`config.mk`:
```
export PLATFORM = sky130hd
export DESIGN_NAME = ble_rx_dewhiten_framer
export DESIGN_NICKNAME = d
export VERILOG_FILES = /design/src/rtl/ble_rx_pkg.sv /design/src/rtl/ble_whiten_lfsr7.sv /design/src/rtl/ble_rx_dewhiten_framer.sv
export SDC_FILE = /design/constraint.sdc
export NUM_CORES = 1
export LEC_CHECK = 0
export BUFFER_PORTS_ARGS = -buffer_cell sky130_fd_sc_hd__buf_2
export CAP_MARGIN = 10
export CORE_MARGIN = 5
export CORE_UTILIZATION = 60
export CTS_CLUSTER_DIAMETER = 50
export DETAILED_ROUTE_END_ITERATION = 8
export PLACE_DENSITY = 0.79
export SLEW_MARGIN = 20
export SYNTH_ARGS = -nofsm -noshare
export SYNTH_HDL_FRONTEND = slang
export SYNTH_SLANG_ARGS = --single-unit
export TNS_END_PERCENT = 50
```
`constraint.sdc`:
```
create_clock -name clk -period 6.7 [get_ports clk]
set_input_delay 0.67 -clock clk [delete_from_list [all_inputs] [get_ports clk]]
set_output_delay 0.67 -clock clk [all_outputs]
set_load 0.02 [all_outputs]
```
`src/rtl/ble_rx_pkg.sv`:
```
// Shared constants and encodings for the BLE RX de-whitening framer and the
// 7-bit whitening LFSR.
package ble_rx_pkg;

  localparam int HDR_BITS      = 16;
  localparam int CRC_BITS      = 24;
  localparam int LEN_LSB_POS   = 8;
  localparam int LFSR_WIDTH    = 7;
  localparam int BIT_CNT_WIDTH = 11;

  typedef enum logic [1:0] {
    REGION_HDR = 2'd0,
    REGION_PLD = 2'd1,
    REGION_CRC = 2'd2
  } region_e;

  typedef enum logic [1:0] {
    IDLE = 2'd0,
    HDR  = 2'd1,
    PLD  = 2'd2,
    CRC  = 2'd3
  } state_e;

endpackage

```
`src/rtl/ble_whiten_lfsr7.sv`:
```
// x^7+x^4+1 BLE whitening LFSR: channel load, single-step advance, lfsr[6] tap.
// Shared between the TX whitener and the RX de-whitener.
module ble_whiten_lfsr7
  import ble_rx_pkg::*;
(
  input  logic       clk,
  input  logic       rst_n,
  input  logic       i_load,
  input  logic [5:0] i_channel_number,
  input  logic       i_advance,
  output logic       o_tap
);

  logic [LFSR_WIDTH-1:0] r_lfsr;

  // NOTE: state registers use non-blocking assignments so every flop samples
  // pre-edge values regardless of statement order.
  always_ff @(posedge clk or negedge rst_n) begin
    if (!rst_n) begin
      r_lfsr <= 7'b000_0001;
    end else if (i_load) begin
      // Channel bits land bit-reversed: lfsr[1]=ch[5] ... lfsr[6]=ch[0].
      r_lfsr <= {i_channel_number[0], i_channel_number[1], i_channel_number[2],
                 i_channel_number[3], i_channel_number[4], i_channel_number[5], 1'b1};
    end else if (i_advance) begin
      r_lfsr <= {r_lfsr[5:4], r_lfsr[3] ^ r_lfsr[6], r_lfsr[2:0], r_lfsr[6]};
    end
  end

  assign o_tap = r_lfsr[6];

endmodule

```
`src/rtl/ble_rx_dewhiten_framer.sv`:
```
// BLE RX de-whitener and frame tagger: header/payload/CRC region, last-bit flag.
// Optional payload length limit check under `DEWHITEN_LEN_CHECK_EN.
module ble_rx_dewhiten_framer
  import ble_rx_pkg::*;
#(
  parameter int unsigned CHANNEL_NUMBER_BIT_WIDTH = 6,
  parameter int unsigned LEN_BIT_WIDTH            = 8,
  parameter int unsigned MAX_PAYLOAD_LEN          = 255
) (
  input  logic                                clk,
  input  logic                                rst_n,
  input  logic [CHANNEL_NUMBER_BIT_WIDTH-1:0] channel_number,
  input  logic                                start,
  input  logic                                data_in,
  input  logic                                data_in_valid,
  output logic                                data_out,
  output logic                                data_out_valid,
  output logic                                data_out_last,
  output logic [1:0]                          bit_region,
  output logic [LEN_BIT_WIDTH-1:0]            payload_length,
  output logic                                busy,
  output logic                                len_error
);

  localparam logic [BIT_CNT_WIDTH-1:0] C_HDR_END = BIT_CNT_WIDTH'(HDR_BITS - 1);
  localparam logic [BIT_CNT_WIDTH-1:0] C_CRC_END = BIT_CNT_WIDTH'(CRC_BITS - 1);
  localparam logic [BIT_CNT_WIDTH-1:0] C_LEN_LSB = BIT_CNT_WIDTH'(LEN_LSB_POS);

  state_e                     r_state, w_state_next;
  logic [BIT_CNT_WIDTH-1:0]   r_bit_cnt, w_bit_cnt_next, w_pld_end;
  logic [LEN_BIT_WIDTH-2:0]   r_len_shift;
  logic [LEN_BIT_WIDTH-1:0]   r_payload_length, w_len_next;
  region_e                    w_region;
  logic                       w_accept, w_tap, w_dw_bit, w_hdr_end, w_last, w_len_bad;
  logic                       r_data_out, r_data_out_valid, r_data_out_last, r_len_error;
  logic [1:0]                 r_bit_region;

  ble_whiten_lfsr7 u_lfsr (
    .clk              (clk),
    .rst_n            (rst_n),
    .i_load           (start),
    .i_channel_number (channel_number[5:0]),
    .i_advance        (w_accept),
    .o_tap            (w_tap)
  );

  assign w_accept   = data_in_valid && !start && (r_state != IDLE);
  assign w_dw_bit   = w_tap ^ data_in;
  assign w_len_next = {w_dw_bit, r_len_shift};
  assign w_hdr_end  = w_accept && (r_state == HDR) && (r_bit_cnt == C_HDR_END);
  assign w_pld_end  = BIT_CNT_WIDTH'({r_payload_length, 3'b000}) - BIT_CNT_WIDTH'(1);

`ifdef DEWHITEN_LEN_CHECK_EN
  assign w_len_bad = 32'(w_len_next) > MAX_PAYLOAD_LEN;
`else
  logic w_unused_max_len;
  assign w_len_bad        = 1'b0;
  assign w_unused_max_len = |MAX_PAYLOAD_LEN;
`endif

  // NOTE: every combinational output gets a default first so no path can
  // leave it unassigned and infer a latch.
  always_comb begin
    w_state_next   = r_state;
    w_bit_cnt_next = r_bit_cnt;
    w_region       = REGION_HDR;
    w_last         = 1'b0;
    unique case (r_state)
      PLD:     w_region = REGION_PLD;
      CRC:     w_region = REGION_CRC;
      default: w_region = REGION_HDR;
    endcase
    if (start) begin
      w_state_next   = HDR;
      w_bit_cnt_next = '0;
    end else if (w_accept) begin
      w_bit_cnt_next = r_bit_cnt + BIT_CNT_WIDTH'(1);
      unique case (r_state)
        HDR: if (r_bit_cnt == C_HDR_END) begin
          w_bit_cnt_next = '0;
          if (w_len_bad)            w_state_next = IDLE;
          else if (w_len_next == 0) w_state_next = CRC;
          else                      w_state_next = PLD;
        end
        PLD: if (r_bit_cnt == w_pld_end) begin
          w_bit_cnt_next = '0;
          w_state_next   = CRC;
        end
        CRC: if (r_bit_cnt == C_CRC_END) begin
          w_bit_cnt_next = '0;
          w_state_next   = IDLE;
          w_last         = 1'b1;
        end
        default: ;
      endcase
    end
  end

  always_ff @(posedge clk or negedge rst_n) begin
    if (!rst_n) begin
      r_state   <= IDLE;
      r_bit_cnt <= '0;
    end else begin
      r_state   <= w_state_next;
      r_bit_cnt <= w_bit_cnt_next;
    end
  end

  always_ff @(posedge clk or negedge rst_n) begin
    if (!rst_n) begin
      r_data_out       <= 1'b0;
      r_data_out_valid <= 1'b0;
      r_data_out_last  <= 1'b0;
      r_bit_region     <= 2'd0;
      r_len_error      <= 1'b0;
      r_len_shift      <= '0;
      r_payload_length <= '0;
    end else begin
      r_data_out_valid <= w_accept;
      r_data_out_last  <= w_last;
      r_len_error      <= w_hdr_end && w_len_bad;
      if (w_accept) begin
        r_data_out   <= w_dw_bit;
        r_bit_region <= w_region;
      end
      if (start) begin
        r_len_shift      <= '0;
        r_payload_length <= '0;
      end else if (w_accept && (r_state == HDR) && (r_bit_cnt >= C_LEN_LSB)) begin
        // Length is published only once complete, with the header's final bit.
        r_len_shift <= w_len_next[LEN_BIT_WIDTH-1:1];
        if (r_bit_cnt == C_HDR_END) r_payload_length <= w_len_next;
      end
    end
  end

  assign data_out       = r_data_out;
  assign data_out_valid = r_data_out_valid;
  assign data_out_last  = r_data_out_last;
  assign bit_region     = r_bit_region;
  assign payload_length = r_payload_length;
  assign busy           = (r_state != IDLE);
  assign len_error      = r_len_error;

endmodule

```
==> results.cfg, run 1 <==
[status]
status = completed

[die]
die_w_microns = 71.86
rows = 22
die-area_sq_um = 5164
ioPinCount = 26
die_h_microns = 71.86
fp.coreArea_sq_um = 3689
initial_utilization_pct = 62.25

[cts]
cts.sinks = 40
post_cts_buffers = 0
root_buffer = clkbuf_8
cts_hold_buf = 0
cts_tree = yes
cts_buffers = 5
clockBufferDepth = 2
cts_resized = 0
clock_latency_ps = 300
cts.clk_slew.worst_paths_ps = 80
htreeDepth = 2

[timing]
whs_ps = 478.8
finClkSkew_ps = 10.71
hold_viol = 0
min_period_over_period_pct = 36.85
drv_slew = 0
grt_setup_unrepaired = false
fmax_mhz = 405.1
tightest_slew_ps = 859.5
post-route-min-period_ps = 2469
finalSetupViolCount = 0
slew_headroom_pct = 42.70
timing.final.ws_setup_ps = 4231
setup_tns_ps = 0

[global_route]
first_global_vias = 1758
grtUsageMet2_pct = 33.27
track_usage_pct = 20.61
grt_pass1_wl_microns = 8369
grt_max_degree = 41
use_met3_pct = 4.909
antenna_found_initial = 0
grt_use_met1_pct = 27.60
grt-ovfl-total = 0
busiest_layer = met2

[yosys]
ys_warn_count = 0
synth_area_sq_um = 2296
synth.yosys.seq_area_share_pct = 43.65
synth_area_leaders = dfrtp_1 (43%), mux2i_1 (8.7%), nor2_1 (5.4%)
synth_common_cells = dfrtp_1 (39), nor2_1 (33), nand2_1 (30)
synth_ff_type = dfrtp_1
yosysTopAreaCell = dfrtp_1
synth_cells = 254
post-synth-top-count-cell = dfrtp_1
ys_seq_elements = 40
synth_top_area_share_pct = 42.51
synth_fp_nets = 268
synth_edf_count = 0
ys_types = 47
syn_area_per_cell_sq_um = 9.039
async_flop_share_pct = 100.0

[worst_setup_path]
startpoint = payload_length[0]
regToRegStartpoint = payload_length[0]
r2r_end = r_bit_cnt[6]
cp-end-kind = flip-flop
reg2regPathDepth = 8
cp_max_fo = 12
regToRegSetupSlack_ps = 4230
critical_path_required_ps = 6860
cp.arrival_ps = 2630
cp-start-kind = flip-flop
critPathKind = flip-flop to flip-flop

[pwr]
power.total_mw = 0.4856
power_density_nw_per_um2 = 194.2
p_leak_nw = 1.210
vdd_drop_max_mv = 0.1657

[routing]
wl_microns = 4894
post-route-drc-count = 0
drtIter0Drc = 215
ant_nets = 0
dr.pass1.iters = 5
vias = 1910
wl_per_cell_microns = 15.34
vias_per_cell = 5.987

[placed_design]
place_hpwl_microns = 3361
post-place-ws_ps = 4269
portBuffers = 24
gp_congestion = 0.8102

[cells_and_area]
flow.area_growth_from_synthesis_pct = 8.883
antenna_cells = 0
fin_nets = 284
layout-drive-gt1-share_pct = 15.50

[worst_hold_path]
whs_endpoint = data_out
hp-start = data_out
hp-class = flip-flop to flip-flop
whs_path_depth = 2

[flow_run]
drv_cap = 0
-- where the power goes --
group	total, mW	switching, mW	internal (mW)
clock network	0.194	0.0838	0.111
registers	0.254	0.00542	0.249
logic	0.0372	0.0238	0.0134
total	0.486	0.113	0.373
-- logic make-up (layout without fill, tap and decap cells) --
logic type	after synthesis	count (layout)	share of synthesized area, %
AO/OA/AOI/OAI	47	47	13.51
XOR/XNOR	12	12	4.578
adder cells (fa/ha/maj)	3	3	1.635
buffers and inverters	26	43	5.613
flip-flops	40	40	43.65
multiplexers	20	20	8.719
other	1	1	0.1633
AND/OR/NAND/NOR	105	105	22.13
-- how the worst max path moves through the flow --
| stage | end | depth (start not counted) |
|---|---|---|
| floorplan | r_bit_cnt[0] | 6 |
| global placement | r_bit_cnt[3] | 6 |
| detailed placement | r_bit_cnt[3] | 6 |
| CTS | r_bit_cnt[3] | 6 |
| global route | r_bit_cnt[3] | 8 |
| finish | r_bit_cnt[6] | 8 |
-- layer usage --
metal  part of all wire, %  up-vias
li1                      -      914
met2                    50       64
met1                    43      920
met3                   5.3       12
met5                     0        -
met4                   1.8        0
-- state kept, by name, summed over array words and instances, names as in the netlist --
name / count
data_out_valid: 1
r_bit_cnt: 11
u_lfsr.r_lfsr: 7
bit_region: 2
payload_length: 8
data_out: 1
r_len_shift: 7
r_state: 2
data_out_last: 1
-- critical path, stage by stage (launching register included) --
cell	delay [ps]
dfrtp_1	440
inv_1	60
ha_1	300
xor2_1	120
nand4_1	110
nor4_1	450
o2111ai_2	400
nand2_1	290
o211ai_1	140
-- through the flow --
step | util (%) | instance area (sq um) | instances
2_1_floorplan | - | 2296 | 254
3_3_place_gp | 64.86 | 2392 | 311
3_5_place_dp | 64.86 | 2392 | 311
4_1_cts | 67.77 | 2500 | 319
5_1_grt | 67.77 | 2500 | 319
6_report | 67.77 | 2500 | 319
-- cell type report --
class / count / area (sq um)
repair buffers: 25 / 127.6
inverters: 10 / 37.54
clock inverters: 2 / 35.03
flip-flops and latches: 40 / 1002
well taps: 48 / 60.06
multi-input cells: 188 / 1165
fillers: 305 / 1189
clock buffers: 6 / 72.57
-- cells in the final DEF, fill, tap and decap left out, types with 4 or more instances in the layout --
cell type	Yosys	layout
dfrtp_1	39	39
a21oi_1	7	7
buf_2	4	24
inv_1	10	10
xor2_1	5	5
nor2_1	33	33
o21ai_0	15	15
nor3_1	4	4
a31oi_1	7	7
nand3_1	12	12
xnor2_1	7	7
nor4_1	6	6
nand2_1	30	30
mux2i_1	20	20
clkbuf_8	0	5
No activity file was read; power rests on OpenSTA's default activity.
==> run 2, diff against run 1 <==
Settings changed: CORE_UTILIZATION 60 to 52, PLACE_DENSITY 0.79 to 0.72.
Clock period 6.7 ns to 2.1 ns, I/O delays scaled along.
==> results.cfg, run 2 (synthesized netlist as in run 1, its figures left out) <==
[status]
status = finished with violations
violations = setup timing

[timing]
finClkSkew_ps = 7.208
post-route-min-period_ps = 2246
grt_setup_unrepaired = true
min_period_over_period_pct = 106.9
finalSetupViolCount = 12
drv_slew = 0
fmax_mhz = 445.2
hold_viol = 0
timing.final.ws_setup_ps = -145.9

[cells_and_area]
seqCellArea_sq_um = 1005
mostFrequentLayoutCell = dfrtp_1
top_register = r_bit_cnt
layout-drive-gt1-share_pct = 31.07
largest_reg_flops = 11
flow.area_growth_from_synthesis_pct = 26.05
antenna_cells = 0
fin_nets = 322
fin_cells = 361
multi_input_area_sq_um = 1252
final_cell_mix = dfrtp_1 (37), buf_4 (36), nor2_1 (33)
nFillCells = 359

[worst_setup_path]
regToRegSetupSlack_ps = -150
startpoint = payload_length[1]
cp-end-kind = flip-flop
slowest_delay_ps = 510
cp-start-kind = flip-flop
cp_max_fo = 5
crit_chain = or4_4 -> or3b_4 -> a22oi_2 -> o2111ai_4 -> buf_4 -> a32o_1
regToRegStartpoint = payload_length[1]
critical_path_required_ps = 2290
cp.arrival_ps = 2430
slowest_stage = or4_4
critPathKind = flip-flop to flip-flop

[placed_design]
post-place-ws_ps = -207.8
gp_congestion = 0.8740
place_hpwl_microns = 3774
portBuffers = 24
dp_cells = 345

[cts]
clockBufferDepth = 2
cts.sinks = 40
cts.clk_slew.worst_paths_ps = 90
clock_latency_ps = 300
cts_buffers = 5
root_buffer = clkbuf_8
htreeDepth = 2
cts_tree = yes

[pwr]
p_clk_share_pct = 40.6
p_int_mw = 1.199
p_leak_nw = 1.422
seq_power_share_pct = 50.9
power_density_nw_per_um2 = 547.2
combPwrFrac_pct = 8.5
p_sw_mw = 0.3843
vdd_drop_max_mv = 0.4602
sw_frac_of_total_pct = 24.27

[worst_hold_path]
hp-start = channel_number[2]
hp-class = input pin to flip-flop

[die]
die_h_microns = 76.45
initial_utilization_pct = 53.10
fp.coreArea_sq_um = 4324
rows = 24
ioPinCount = 26
die_w_microns = 76.45
die-area_sq_um = 5844

[global_route]
track_usage_pct = 18.99
first_global_vias = 1946
grt_max_degree = 32
antenna_found_initial = 0
grt-ovfl-total = 0
grt_pass1_wl_microns = 9087

[routing]
ant_nets = 0
vias = 1960
drtIter0Drc = 147
vias_per_cell = 5.429
wl_per_cell_microns = 14.94
dr.pass1.iters = 4
wl_microns = 5392
post-route-drc-count = 0

[flow_run]
drv_cap = 0
[run 2: cell count changes in the layout (fill, tap and decap cells not counted), sizes merged]
cell	previous run	this run
clkinvlp	0	1
dlygate4sd3	0	1
clkbuf	6	5
buf	25	62
[run 2: what timing repair did]
action | CTS | global route
setup endpoints to repair | 12 | 27
gates resized for setup | 5 | 13
buffers inserted | 7 | 0
endpoints found under the hold margin | 16 | 0
hold buffers | 1 | 0
pin swaps | 4 | 6
cloned | 0 | 0
[run 2: worst paths after layout]
check | end | cells after the start
worst min-delay path | u_lfsr.r_lfsr[4] | 3
max in group asynchronous | u_lfsr.r_lfsr[0] | 3
worst min register to register | data_out | 2
worst max register to register | r_bit_cnt[0] | 6
worst max-delay path | r_bit_cnt[0] | 6
min in group asynchronous | r_bit_cnt[5] | 2
[run 2: final cells by class]
class / instances / share of cell area (%)
sequential: 40 / 34.72
inverter: 10 / 1.297
timing repair buffer: 63 / 14.61
clock inverter: 3 / 1.470
multi-input combinational: 188 / 43.28
clock buffer: 5 / 2.378
tap: 52 / 2.248
[run 2: through the flow]
| step | power [mW] | setup TNS (ps) | hold slack, ps | util (%) | area, sq um |
|---|---|---|---|---|---|
| 3_3_place_gp | 0.9540 | -833.8 | 165.4 | 60.71 | 2625 |
| 3_5_place_dp | 0.9559 | -1540 | 169.7 | 60.71 | 2625 |
| 6_report | 1.584 | -1451 | 113.3 | 66.93 | 2894 |
| 5_1_grt | 1.656 | -2551 | 117.2 | 66.93 | 2894 |
| 4_1_cts | 1.593 | -1900 | 111.0 | 65.31 | 2824 |
| 2_1_floorplan | 0.9009 | -472.8 | -85.59 | - | 2298 |
[run 2: worst max-delay path, delay by kind of cell, from the launching register on]
family,cells,cell delay [ps]
buf+inv,1,190
simple gates,2,930
flops,1,410
compound gates,3,610
[run 2: routing by layer]
layer	share of wire [%]	wire length, microns	global-route usage, %
met5	0	0	0
met4	2.9	158	8.217
met2	50	2691	31.59
met3	3.7	197	4.255
met1	44	2346	23.47
[run 2: power by group through the flow]
stage	logic [mW]	clock network (mW)	registers (mW)
6_report	0.134	0.643	0.806
3_3_place_gp	0.133	0	0.821
5_1_grt	0.152	0.694	0.810
3_5_place_dp	0.134	0	0.822
2_1_floorplan	0.0746	0	0.826
4_1_cts	0.137	0.650	0.806
==> run 3, diff against run 2 <==
Settings changed: ABC_AREA from default to 1, CORE_UTILIZATION 52 to 53, PLACE_DENSITY 0.72 to 0.73, TNS_END_PERCENT 50 to 5.
==> results.cfg, run 3 <==
[yosys]
syn_area_per_cell_sq_um = 7.306
ys_warn_count = 0
synth_common_cells = nand2_1 (108), inv_1 (42), dfrtp_1 (39)
synth_mux_area_share_pct = 0
synth_area_leaders = dfrtp_1 (41%), nand2_1 (17%), inv_1 (6.7%)
ys_seq_elements = 40
yosys.area_share.simple_pct = 33.72
synth_compound_gate_area_share_pct = 9.884
synth-xor-area-share_pct = 2.960
synthAdderAreaFrac_pct = 1.586
synth_fp_nets = 338
synth_top_family_by_area = simple AND/OR/NAND/NOR gates
synth_edf_count = 0
synth_top_area_share_pct = 41.23
async_flop_share_pct = 100.0
synth_area_sq_um = 2367
synth_ff_type = dfrtp_1
synth_cells = 324
yosysTopAreaCell = dfrtp_1
ys_types = 39
synth.yosys.seq_area_share_pct = 42.34
post-synth-top-count-cell = nand2_1

[cts]
cts.clk_slew.worst_paths_ps = 80
htreeDepth = 2
clockBufferDepth = 2
cts_tree = yes
post_cts_buffers = 0
cts.sinks = 40
root_buffer = clkbuf_8
clock_latency_ps = 300
cts_buffers = 5

[global_route]
track_usage_pct = 18.60
grt_max_degree = 26
antenna_found_initial = 0
grt_pass1_wl_microns = 9059
first_global_vias = 1981
grt-ovfl-total = 0

[timing]
whs_ps = 180.5
min_period_over_period_pct = 90.10
finalSetupViolCount = 0
drv_slew = 0
grt_setup_unrepaired = false
post-route-min-period_ps = 1892
finClkSkew_ps = 7.078
setup_tns_ps = 0
timing.final.ws_setup_ps = 207.9
hold_viol = 0
fmax_mhz = 528.5

[routing]
vias_per_cell = 4.963
vias = 2030
dr_wl_met2_microns = 2414
dr.pass1.iters = 4
wl_microns = 5169
ant_nets = 0
top_layer = met4
dr_wl_met3_microns = 225
drtIter0Drc = 104
wl_per_cell_microns = 12.64
met1_length_microns = 2481
post-route-drc-count = 0

[worst_hold_path]
hp-class = input pin to flip-flop
hp-start = channel_number[2]
whs_path_depth = 3

[die]
die-area_sq_um = 5903
initial_utilization_pct = 54.37
rows = 24
die_h_microns = 76.83
fp.coreArea_sq_um = 4354
die_w_microns = 76.83
ioPinCount = 26

[placed_design]
gp_congestion = 0.8604
post-place-ws_ps = 184.3
place_area_sq_um = 2557
place_hpwl_microns = 3914
portBuffers = 24

[cells_and_area]
flow.area_growth_from_synthesis_pct = 12.53
top_register = r_bit_cnt
fin_area_sq_um = 2664
fin_nets = 370
antenna_cells = 0
nFillCells = 395
postLayoutCoreUtil_pct = 61.18
layout-drive-gt1-share_pct = 19.33
largest_reg_flops = 11
mostFrequentLayoutCell = nand2_1
final_cell_mix = nand2_1 (108), inv_1 (42), dfrtp_1 (39)

[pwr]
seq_power_share_pct = 43.3
p_sw_mw = 0.9273
sw_frac_of_total_pct = 39.47
vdd_drop_max_mv = 0.5162
power_density_nw_per_um2 = 881.9
p_leak_nw = 1.409
p_clk_share_pct = 21.9
p_int_mw = 1.422
combPwrFrac_pct = 34.8

[worst_setup_path]
crit_chain = nor2_1 -> nand4_1 -> or2_1 -> o21ai_2 -> nand2_4 -> o21ai_4 -> nor2_1 -> a21oi_2
regToRegStartpoint = r_bit_cnt[6]
slowest_stage = dfrtp_1
cp_max_fo = 13
cp_common_cell = nor2_1
reg2regPathDepth = 8
cp.arrival_ps = 2120
cp_num_buf_inv = 0
slowest_delay_ps = 470
cp-start-kind = flip-flop
startpoint = r_bit_cnt[6]
critPathKind = flip-flop to flip-flop
critical_path_required_ps = 2320
cp-end-kind = flip-flop
worstSetupPathDepth = 8
cp_top_family = simple AND/OR/NAND/NOR gates

[status]
status = completed

[flow_run]
drv_cap = 0
-- run 3: worst reg2reg max path: cells and delay by family, from the launching register on --
family           cells  cell delay, ps
flip-flops           1             470
AND/OR/NAND/NOR      5             810
AO/OA/AOI/OAI        3             520
-- run 3: kinds of logic after synthesis --
family                   after synthesis
XOR/XNOR                               8
buffers and inverters                 54
other                                  1
AND/OR/NAND/NOR                      184
adder cells (fa/ha/maj)                3
AO/OA/AOI/OAI                         34
flip-flops                            40
-- run 3: metrics by stage --
step	power, mW	cells
after floorplan	1.604	324
after CTS	2.356	409
after global routing	2.534	409
final	2.349	409
after detailed placement	1.841	400
after global placement	1.830	400
-- run 3: final timing paths --
check / end / slack, ps
setup / recovery: payload_length[1] / 210
hold / removal: u_lfsr.r_lfsr[4] / 180
setup reg to reg: payload_length[1] / 210
hold reg to reg: bit_region[1] / 490
max in group asynchronous: r_len_shift[0] / 1080
min in group asynchronous: r_bit_cnt[9] / 370
-- run 3: cell type report --
cell class	instances	area (sq um)	share of cell area, %
Clock buffer	6	72.57	2.724
Clock inverter	2	16.27	0.6106
Inverter	48	181.4	6.811
Multi-Input combinational cell	230	1151	43.21
Sequential cell	40	1002	37.62
Tap cell	52	65.06	2.442
Timing Repair Buffer	31	175.2	6.576
-- run 3: repair_timing --
action | in CTS | in global routing
hold endpoints to repair | 14 | 0
hold buffers | 1 | 0
resized for setup | 0 | 2
setup endpoints to repair | 0 | 10
-- run 3: layer usage --
metal / GRT usage, % / up-vias
met1: 25.52 / 915
met2: 29.88 / 38
met5: 0 / -
met3: 3.630 / 6
li1: - / 1071
met4: 5.070 / 0
-- run 3: power by group through the flow --
stage / sequential [mW] / combinational [mW] / clock [mW]
3_3_place_gp: 1.03 / 0.800 / 0
6_report: 1.02 / 0.817 / 0.514
4_1_cts: 1.02 / 0.815 / 0.523
2_1_floorplan: 1.06 / 0.545 / 0
5_1_grt: 1.04 / 0.932 / 0.564
3_5_place_dp: 1.03 / 0.811 / 0
